$ cat src/rtl/alu_control_mdu.sv
// ALU control with funct decode, HI/LO registers and an iterative multiply/divide sequencer.
// Define ALU_CTRL_MULDIV_EN to build the MDU; otherwise MDU functs decode as illegal.
module alu_control_mdu #(
    parameter int WIDTH = 32,
    parameter int CNT_W = $clog2(WIDTH) + 1
) (
    input  logic             clk,
    input  logic             rst_n,
    input  logic [1:0]       alu_op,
    input  logic [5:0]       funct,
    input  logic             issue,
    input  logic [WIDTH-1:0] rs_val,
    input  logic [WIDTH-1:0] rt_val,
    output logic [3:0]       op,
    output logic             illegal,
    output logic             hilo_sel,
    output logic [WIDTH-1:0] hilo_rd,
    output logic             busy,
    output logic             stall,
    output logic             div0
);
    localparam logic [3:0] OP_AND  = 4'b0000;
    localparam logic [3:0] OP_OR   = 4'b0001;
    localparam logic [3:0] OP_ADD  = 4'b0010;
    localparam logic [3:0] OP_XOR  = 4'b0011;
    localparam logic [3:0] OP_SUB  = 4'b0110;
    localparam logic [3:0] OP_SLT  = 4'b0111;
    localparam logic [3:0] OP_SLTU = 4'b1000;
    localparam logic [3:0] OP_NOR  = 4'b1100;
    localparam logic [3:0] OP_ILL  = 4'b1111;

    always_comb begin
        op      = OP_ILL;
        illegal = 1'b0;
        case (alu_op)
            2'b00: op = OP_ADD;
            2'b01: op = OP_SUB;
            2'b11: op = OP_SLT;
            default: begin
                case (funct)
                    6'h20, 6'h21: op = OP_ADD;
                    6'h22, 6'h23: op = OP_SUB;
                    6'h24:        op = OP_AND;
                    6'h25:        op = OP_OR;
                    6'h26:        op = OP_XOR;
                    6'h27:        op = OP_NOR;
                    6'h2A:        op = OP_SLT;
                    6'h2B:        op = OP_SLTU;
`ifdef ALU_CTRL_MULDIV_EN
                    6'h10, 6'h11, 6'h12, 6'h13,
                    6'h18, 6'h19, 6'h1A, 6'h1B: op = OP_ADD;
`endif
                    default:      illegal = 1'b1;
                endcase
            end
        endcase
    end

`ifdef ALU_CTRL_MULDIV_EN
    localparam logic [1:0] S_IDLE = 2'd0;
    localparam logic [1:0] S_MUL  = 2'd1;
    localparam logic [1:0] S_DIV  = 2'd2;
    localparam logic [1:0] S_FIX  = 2'd3;
    localparam logic [CNT_W-1:0] LAST = CNT_W'(WIDTH - 1);

    logic [1:0]         state;
    logic [CNT_W-1:0]   cnt;
    logic [WIDTH-1:0]   hi, lo, acc_hi, acc_lo, opb;
    logic               is_div, neg_a, neg_r;
    logic               is_mdu, accept, sgn;
    logic [WIDTH-1:0]   abs_rs, abs_rt;
    logic [WIDTH:0]     msum, dshift, ddiff;
    logic [2*WIDTH-1:0] prod, prod_fix;

    // 0x10-0x13 and 0x18-0x1B: funct[5:4]=01, funct[2]=0
    assign is_mdu   = (alu_op == 2'b10) && (funct[5:4] == 2'b01) && !funct[2];
    assign busy     = (state != S_IDLE);
    assign stall    = issue && is_mdu && busy;
    assign accept   = issue && is_mdu && !busy;
    assign hilo_sel = is_mdu && !funct[3] && !funct[0];
    assign hilo_rd  = !hilo_sel ? '0 : (funct[1] ? lo : hi);

    // funct[0]=0 selects the signed variant of mult/div
    assign sgn    = !funct[0];
    assign abs_rs = (sgn && rs_val[WIDTH-1]) ? -rs_val : rs_val;
    assign abs_rt = (sgn && rt_val[WIDTH-1]) ? -rt_val : rt_val;

    assign msum     = {1'b0, acc_hi} + (acc_lo[0] ? {1'b0, opb} : '0);
    assign dshift   = {acc_hi, acc_lo[WIDTH-1]};
    assign ddiff    = dshift - {1'b0, opb};
    assign prod     = {acc_hi, acc_lo};
    assign prod_fix = neg_a ? -prod : prod;

    always_ff @(posedge clk or negedge rst_n) begin
        if (!rst_n) begin
            state  <= S_IDLE;
            cnt    <= '0;
            hi     <= '0;
            lo     <= '0;
            acc_hi <= '0;
            acc_lo <= '0;
            opb    <= '0;
            is_div <= 1'b0;
            neg_a  <= 1'b0;
            neg_r  <= 1'b0;
            div0   <= 1'b0;
        end else begin
            div0 <= 1'b0;
            case (state)
                S_IDLE: if (accept) begin
                    case (funct[3:0])
                        4'h1: hi <= rs_val;
                        4'h3: lo <= rs_val;
                        4'h8, 4'h9: begin
                            state  <= S_MUL;
                            is_div <= 1'b0;
                            cnt    <= '0;
                            acc_hi <= '0;
                            acc_lo <= abs_rs;
                            opb    <= abs_rt;
                            neg_a  <= sgn && (rs_val[WIDTH-1] ^ rt_val[WIDTH-1]);
                        end
                        4'hA, 4'hB: begin
                            if (rt_val == '0) begin
                                hi   <= rs_val;
                                lo   <= '1;
                                div0 <= 1'b1;
                            end else begin
                                state  <= S_DIV;
                                is_div <= 1'b1;
                                cnt    <= '0;
                                acc_hi <= '0;
                                acc_lo <= abs_rs;
                                opb    <= abs_rt;
                                neg_a  <= sgn && (rs_val[WIDTH-1] ^ rt_val[WIDTH-1]);
                                neg_r  <= sgn && rs_val[WIDTH-1];
                            end
                        end
                        default: ;
                    endcase
                end
                S_MUL: begin
                    acc_hi <= msum[WIDTH:1];
                    acc_lo <= {msum[0], acc_lo[WIDTH-1:1]};
                    cnt    <= cnt + 1'b1;
                    if (cnt == LAST) state <= S_FIX;
                end
                S_DIV: begin
                    acc_hi <= ddiff[WIDTH] ? dshift[WIDTH-1:0] : ddiff[WIDTH-1:0];
                    acc_lo <= {acc_lo[WIDTH-2:0], !ddiff[WIDTH]};
                    cnt    <= cnt + 1'b1;
                    if (cnt == LAST) state <= S_FIX;
                end
                default: begin
                    if (is_div) begin
                        lo <= neg_a ? -acc_lo : acc_lo;
                        hi <= neg_r ? -acc_hi : acc_hi;
                    end else begin
                        hi <= prod_fix[2*WIDTH-1:WIDTH];
                        lo <= prod_fix[WIDTH-1:0];
                    end
                    state <= S_IDLE;
                end
            endcase
        end
    end
`else
    logic unused_ok;
    assign unused_ok = ^{clk, rst_n, issue, rs_val, rt_val};
    assign busy      = 1'b0;
    assign stall     = 1'b0;
    assign div0      = 1'b0;
    assign hilo_sel  = 1'b0;
    assign hilo_rd   = '0;
`endif
endmodule
$ cat config.mk
export PLATFORM = sky130hd
export DESIGN_NAME = alu_control_mdu
export DESIGN_NICKNAME = d
export VERILOG_FILES = /design/src/rtl/alu_control_mdu.sv
export SDC_FILE = /design/constraint.sdc
export NUM_CORES = 1
export LEC_CHECK = 0
export CAP_MARGIN = 20
export CORE_MARGIN = 4
export CORE_UTILIZATION = 15
export DETAILED_ROUTE_END_ITERATION = 10
export GPL_TIMING_DRIVEN = 0
export PLACE_DENSITY = 0.79
export SETUP_SLACK_MARGIN = 0.5
export SLEW_MARGIN = 10
export SYNTH_ARGS = -nofsm -noshare
export SYNTH_HDL_FRONTEND = slang
export SYNTH_SLANG_ARGS = --single-unit
$ cat constraint.sdc
create_clock -name vclk -period 1.2
set_clock_uncertainty 0.2 [all_clocks]
set_input_delay 0.24 -clock vclk [all_inputs]
set_output_delay 0.24 -clock vclk [all_outputs]
set_load 0.05 [all_outputs]
==> results of run 1 <==
[where the power goes]
| group | switching, W | internal (W) | total [W] |
|---|---|---|---|
| registers | 0 | 0 | 0 |
| clock network | 0 | 0 | 0 |
| logic | 0.000356 | 0.000167 | 0.000524 |
| total | 0.000356 | 0.000167 | 0.000524 |
[placed cells by master, fill, tap and decap left out, types with 2 or more instances in the layout]
master / count
buf_6: 7
nand2b_4: 2
inv_2: 2
buf_8: 5
conb_1: 36
buf_4: 41
a211oi_4: 2
[critical path: stages]
cell and delay (ns):
buf_8 0.10, nand4b_1 0.21, a211o_4 0.36, buf_8 0.15
[metrics by stage]
stage               instances  utilization  instance area [um2]  setup TNS (ns)  setup slack, ns
floorplan                  94            -                  597          -0.572           -0.230
detailed placement        137        0.303                  764           -6.51            -1.35
global placement          137        0.303                  764           -6.49            -1.33
CTS                       141        0.349                  880           -1.18           -0.295
global route              141        0.350                  882           -1.39           -0.355
finish                    141        0.350                  882           -1.18           -0.304
[worst max-delay path by stage]
stage	end	slack, ns	cells after the start
after floorplan	op[3]	-0.23	2
after global placement	op[0]	-1.33	5
after detailed placement	op[0]	-1.35	5
after CTS	op[1]	-0.30	4
after global routing	op[1]	-0.36	4
final	op[1]	-0.30	4
[layout make-up]
class | instances | area, um2 | area share
buffer | 36 | 270 | 0.306
inverter | 3 | 11.3 | 0.0128
multi-input combinational | 55 | 372 | 0.421
tap | 30 | 37.5 | 0.0426
timing repair buffer | 17 | 191 | 0.217
[metal layers]
layer  share of wire  track usage  vias up
met3            0.16      0.00432        0
met1            0.31       0.0626      159
met5               0            0        -
li1                -            -      226
met2            0.53        0.103       28
met4               0            0        0
[repair_timing]
item,CTS,global route
gates resized for setup,101,1
buffers inserted,4,0
hold endpoints to repair,0,0
pin swaps,10,2
endpoints found under the setup margin,5,5
[cells by family after synthesis]
| family | after synthesis |
|---|---|
| buf+inv | 39 |
| compound gates | 12 |
| other cells | 1 |
| simple gates | 7 |
==> flow_summary_export.csv, run 1 <==
group,metric,value,unit
final_layout,final_net_count,188,
final_layout,drive_above_1_share,0.622,
yosys,synthMuxAreaShare,0,
timing,fmax,665,MHz
status,status,"finished, violations left",
yosys,netlist_area,405,um2
timing,rsz0062_at_grt,"yes",
detailed_routing,drc_errors,0,
placement,gp_congestion,0.738,
power,power_leakage,0.496,nW
setup_path,cp.arrival,1.06,ns
power,peakVddDrop,0.000221,V
grt,grt_pass1_vias,355,
final_layout,syn_to_final_growth,118,%
die,core_area,2520,um2
setup_path,cp.required,0.76,ns
die,die_x,60.0,um
placement,place_hpwl,809,um
yosys,syn_avg_cell_area,6.87,um2
detailed_routing,drt_iter0_markers,7,
yosys,synthSimpleGateAreaFrac,0.0988,
timing,maxSlewViolCount,0,
final_layout,regArea,0,um2
hold_path,hold_end,"illegal",
yosys,synth_top_cell_by_area,"buf_4",
detailed_routing,ant_nets,0,
grt,antenna_found_initial,0,
detailed_routing,wirelength,970,um
detailed_routing,via_per_inst,2.93,
die,die_area,3600,um2
setup_path,path_max_fanout,6,
yosys,synth_compound_area_frac,0.198,
final_layout,seq_cell_count,0,
final_layout,final.fill_count,249,
yosys,synth_top_family_by_area,"buffers and inverters",
grt,grtUsageTotal,0.0519,
final_layout,diodes,0,
hold_path,hold_class,"in -> out",
detailed_routing,wl_per_cell,6.88,um
cts,holdBufCountCts,0,
timing,fin_crit_sh,1.25,
setup_path,worstSetupEndpointType,"output port",
run,cap_violations,0,
yosys,yosysSeqAreaShare,0,
timing,hold_ws,0.607,ns
yosys,synth_cells,59,
timing,setup_slack,-0.304,ns
grt,grt_pass1_wl,1.52,mm
die,initial_core_util,0.161,
yosys,synthTopCellsByArea,"buf_4, o21ai_0, a211oi_1",
yosys,yosysUniqueCellTypes,16,
setup_path,critPathLaunch,"funct[2]",
die,fp.dieH,60.0,um
yosys,netlist.area_leader.share,0.667,
hold_path,min_path_cells,3,
detailed_routing,first_pass_iters,2,
die,num_rows,18,
status,violations,"negative setup slack",
placement,portBuffers,13,
timing,finalSetupViolCount,5,
die,pin_count,116,
yosys,synth_xor_area_frac,0,
hold_path,hold_start,"funct[5]",
setup_path,critPathKind,"in -> out",
yosys,ys_warn_count,0,
yosys,post-synth-top-count-cell,"buf_4",
timing,hold_violations,0,
detailed_routing,vias,413,
setup_path,cp-start-kind,"primary input",
final_layout,final.clkbuf_count,0,
power,powerDensity,594,nW/um2
yosys,yosys-top-cells-count,"buf_4, inv_1, o21ai_0",
grt,grt_max_degree,7,
timing,finalCriticalPeriod,1.50,ns
yosys,yosys.area_share.adder,0,
power,power,0.000524,W
grt,overflow,0,
(Power assumes the default switching activity.)
==> run 2: changes to the inputs <==
--- a/config.mk
+++ b/config.mk
@@ -6,7 +6,6 @@
 export NUM_CORES = 1
 export LEC_CHECK = 0
 export CAP_MARGIN = 20
-export CORE_MARGIN = 4
 export CORE_UTILIZATION = 15
 export DETAILED_ROUTE_END_ITERATION = 10
 export GPL_TIMING_DRIVEN = 0
==> run 2 against run 1 <==
Effect of this change: sequential share of layout area stayed put; count of clock-buffer cells in the layout is the same; largest cell class unchanged; the flow still finishes with violations (negative setup slack); via count up 4.4%; cell count grew 0.71%; power rose by 3.2%; non-clock buffer count increased by 1; critical endpoint unchanged; flip-flop and latch count unchanged.
==> flow_summary_export.csv, run 2 (synthesis results as in run 1) <==
group,metric,value,unit
status,status,"finished, violations left",
status,violations,"negative setup slack",
detailed_routing,via_per_inst,3.04,
hold_path,min_path_cells,3,
placement,place_hpwl,663,um
hold_path,hold_class,"in -> out",
hold_path,hold_end,"illegal",
timing,fmax,667,MHz
cts,holdBufCountCts,0,
placement,gp_congestion,0.669,
timing,finalSetupTns,-1.16,ns
setup_path,cp-start-kind,"primary input",
die,initial_core_util,0.161,
grt,grt_pass1_wl,1.24,mm
final_layout,seq_cell_count,0,
placement,portBuffers,13,
timing,setup_slack,-0.300,ns
final_layout,layout_commonest_cell,"buf_4",
detailed_routing,drt_iter0_markers,5,
timing,finalCriticalPeriod,1.50,ns
die,pin_count,116,
final_layout,final.clkbuf_count,0,
detailed_routing,drc_errors,0,
setup_path,path_max_fanout,6,
hold_path,hold_start,"funct[5]",
final_layout,regArea,0,um2
final_layout,syn_to_final_growth,128,%
detailed_routing,wl_per_cell,6.89,um
final_layout,final_net_count,189,
final_layout,drive_above_1_share,0.643,
power,powerDensity,585,nW/um2
final_layout,layout_common_cells,"buf_4, conb_1, buf_6, buf_8",
grt,overflow,0,
power,power,0.000540,W
placement,post-place-ws,-1.31,ns
timing,fin_crit_sh,1.25,
timing,maxSlewViolCount,0,
die,core_area,2520,um2
timing,hold_violations,0,
final_layout,diodes,0,
power,peakVddDrop,0.000251,V
die,die_area,2910,um2
timing,rsz0062_at_grt,"yes",
grt,grtUsageTotal,0.0565,
setup_path,critPathLaunch,"funct[2]",
grt,grt_pass1_vias,323,
grt,antenna_found_initial,0,
setup_path,worstSetupEndpointType,"output port",
detailed_routing,first_pass_iters,4,
setup_path,cp.arrival,1.06,ns
final_layout,final.fill_count,246,
setup_path,crit_chain,"buf_12 > nand4b_1 > a211o_4 > buf_8",
detailed_routing,ant_nets,0,
setup_path,cp_slowest_cell,"a211o_4",
run,cap_violations,0,
die,die_x,54.0,um
setup_path,critPathKind,"in -> out",
final_layout,multi_input_comb_area,398,um2
timing,finalSetupViolCount,5,
power,power_leakage,0.507,nW
die,num_rows,18,
die,fp.dieH,54.0,um
setup_path,cp.required,0.76,ns
grt,grt_max_degree,7,
detailed_routing,wirelength,978,um
detailed_routing,vias,431,
setup_path,max_stage_delay,0.36,ns
[run 2: cell types whose count changed in the layout (fill, tap and decap cells not counted), sizes merged]
cell and change:
buf +1
[run 2: critical path, delay by kind of cell]
kind	cells	cell delay, ns
and+or+nand+nor	1	0.20
buffers and inverters	2	0.26
AOI/OAI and AO/OA	1	0.36
[run 2: power breakdown]
part           leakage (nW)  switching (W)  total [W]  internal [W]
Clock                     0              0          0             0
Sequential                0              0          0             0
Combinational         0.507       0.000364   0.000540      0.000176
[run 2: per-layer routing]
| layer | routed length [um] | global-route usage | vias to the layer above |
|---|---|---|---|
| met3 | 120 | 0 | 0 |
| met5 | 0 | 0 | - |
| li1 | - | - | 228 |
| met4 | 0 | 0 | 0 |
| met2 | 573 | 0.142 | 32 |
| met1 | 284 | 0.0475 | 171 |
[run 2: per-stage QoR]
step	cells	hold WS (ns)	cell area, um2	utilization
floorplan	94	0.439	597	-
global placement	137	1.56	764	0.303
detailed placement	137	1.58	764	0.303
CTS	142	0.642	907	0.360
global route	142	0.623	923	0.366
finish	142	0.607	923	0.366
[run 2: how the worst max path moves through the flow]
stage,slack [ns],to,cells after the start
floorplan,-0.23,op[3],2
finish,-0.30,op[1],4
detailed placement,-1.31,op[3],4
global placement,-1.31,op[0],5
global route,-0.34,op[1],4
CTS,-0.28,op[1],4
[run 2: layout make-up]
type                            instances  share of cell area
Buffer                                 36               0.293
Tap cell                               30              0.0407
Multi-Input combinational cell         55               0.431
Timing Repair Buffer                   18               0.221
Inverter                                3              0.0149
[run 2: timing repair]
action                                  in CTS  in global routing
gates resized for setup                    104                  5
endpoints found under the setup margin       5                  5
buffers inserted                             5                  0
pin swaps                                   11                  3
==> run 3: changes to the inputs <==
--- a/config.mk
+++ b/config.mk
@@ -6,9 +6,9 @@
 export NUM_CORES = 1
 export LEC_CHECK = 0
 export CAP_MARGIN = 20
+export CORE_MARGIN = 5
 export CORE_UTILIZATION = 15
 export DETAILED_ROUTE_END_ITERATION = 10
-export GPL_TIMING_DRIVEN = 0
 export PLACE_DENSITY = 0.79
 export SETUP_SLACK_MARGIN = 0.5
 export SLEW_MARGIN = 10
==> run 3 against run 2 <==
Effect of this change: the flow still finishes with violations (negative setup slack); power shrank 18%; first-iteration DRC count grew 20%; count of clock-buffer cells in the layout is the same; sequential share of layout area stayed put; critical path type unchanged; largest cell class is now multi-input combinational cells; flip-flop and latch count is the same; non-clock buffer count decreased by 36; maximum frequency decreased by 1.3%; cell area is 32% lower; highest routed layer unchanged; critical endpoint unchanged; via count is 23% lower; cell count is 25% lower; critical path depth stayed put; core utilization decreased by 12 points.
==> flow_summary_export.csv, run 3 (synthesis results as in run 1) <==
group,metric,value,unit
status,status,"finished, violations left",
status,violations,"negative setup slack",
final_layout,regArea,0,um2
power,power,0.000440,W
setup_path,cp-start-kind,"primary input",
setup_path,critPathKind,"in -> out",
grt,grt_pass1_vias,283,
hold_path,hold_class,"in -> out",
detailed_routing,m1WireLength,213,um
timing,finalSetupViolCount,5,
final_layout,layout_common_cells,"conb_1, buf_4, buf_6, buf_12",
timing,finalSetupTns,-1.19,ns
timing,fmax,658,MHz
detailed_routing,wl_met2,534,um
timing,maxSlewViolCount,0,
timing,fin_crit_sh,1.27,
grt,overflow,0,
grt,grt_pass1_wl,1.21,mm
die,fp.dieH,62.0,um
power,switchingPower,0.000345,W
final_layout,final.clkbuf_count,0,
final_layout,syn_to_final_growth,54.3,%
power,switching_share,0.783,
final_layout,seq_cell_count,0,
power,powerDensity,704,nW/um2
setup_path,max_stage_delay,0.32,ns
power,power_frac_seq,0,
timing,rsz0062_at_grt,"yes",
placement,gp_congestion,0.779,
die,core_area,2520,um2
detailed_routing,wirelength,927,um
detailed_routing,drt_iter0_markers,6,
timing,hold_ws,0.683,ns
grt,antenna_found_initial,0,
setup_path,cp.arrival,1.08,ns
timing,finalCriticalPeriod,1.52,ns
timing,setup_slack,-0.320,ns
cts,holdBufCountCts,0,
detailed_routing,wl_per_cell,8.75,um
placement,portBuffers,13,
setup_path,cp_slowest_cell,"a211o_4",
setup_path,path_max_fanout,3,
setup_path,cp.required,0.76,ns
grt,grt_max_degree,8,
die,die_x,62.0,um
power,peakVddDrop,0.000207,V
grt,grtUsageTotal,0.0387,
detailed_routing,routed.top_layer,"met3",
die,pin_count,116,
final_layout,drive_above_1_share,0.421,
timing,hold_violations,0,
power,clkPwrFrac,0,
setup_path,crit_chain,"buf_6 > or2b_4 > a211o_4 > buf_8",
final_layout,final_net_count,153,
setup_path,worstSetupEndpointType,"output port",
final_layout,layout_commonest_cell,"conb_1",
detailed_routing,first_pass_iters,2,
die,initial_core_util,0.161,
placement,place_hpwl,795,um
power,combinationalPowerShare,1.000,
detailed_routing,drc_errors,0,
power,power_leakage,0.303,nW
die,die_area,3840,um2
final_layout,final.fill_count,280,
detailed_routing,wl_met3,179,um
detailed_routing,via_per_inst,3.13,
power,p_int,0.0000955,W
detailed_routing,ant_nets,0,
detailed_routing,vias,332,
run,cap_violations,0,
final_layout,diodes,0,
die,num_rows,18,
[run 3: cell types whose count changed in the layout (fill, tap and decap cells not counted), sizes merged]
| cell | before | now |
|---|---|---|
| buf | 54 | 18 |
[run 3: final timing paths]
check | from | to | slack, ns | depth (start not counted)
worst max-delay path | alu_op[0] | op[1] | -0.32 | 4
worst min-delay path | alu_op[0] | illegal | 0.68 | 4
[run 3: through the flow]
| step | area, um2 | cells | setup slack (ns) | util |
|---|---|---|---|---|
| after global placement | 562 | 105 | -0.755 | 0.223 |
| after floorplan | 597 | 94 | -0.230 | - |
| final | 626 | 106 | -0.320 | 0.248 |
| after CTS | 619 | 106 | -0.317 | 0.246 |
| after global routing | 626 | 106 | -0.348 | 0.248 |
| after detailed placement | 562 | 105 | -0.754 | 0.223 |
[run 3: cell type report]
| class | count | area, um2 | area share |
|---|---|---|---|
| inverters | 3 | 13.8 | 0.0220 |
| multi-input cells | 55 | 362 | 0.578 |
| well taps | 30 | 37.5 | 0.0600 |
| repair buffers | 18 | 213 | 0.340 |
[run 3: per-layer routing]
layer / up-vias / global-route usage
li1: 158 / -
met1: 146 / 0.0391
met2: 28 / 0.0858
met3: 0 / 0.00413
met4: 0 / 0
met5: - / 0
[run 3: power by group through the flow]
stage	sequential, W	clock [W]	combinational [W]
global route	0	0	0.000459
global placement	0	0	0.000413
finish	0	0	0.000440
detailed placement	0	0	0.000415
CTS	0	0	0.000435
floorplan	0	0	0.000414
[run 3: worst max-delay path, delay by kind of cell]
kind	cells	cell delay, ns
AO/OA/AOI/OAI	1	0.32
AND/OR/NAND/NOR	1	0.27
buffers and inverters	2	0.24
[run 3: timing repair]
item	4_1_cts	5_1_grt
hold endpoints to repair	0	0
endpoints found under the setup margin	5	5
buffers inserted	1	0
cloned	0	0
pin swaps	6	5
resized for setup	54	3
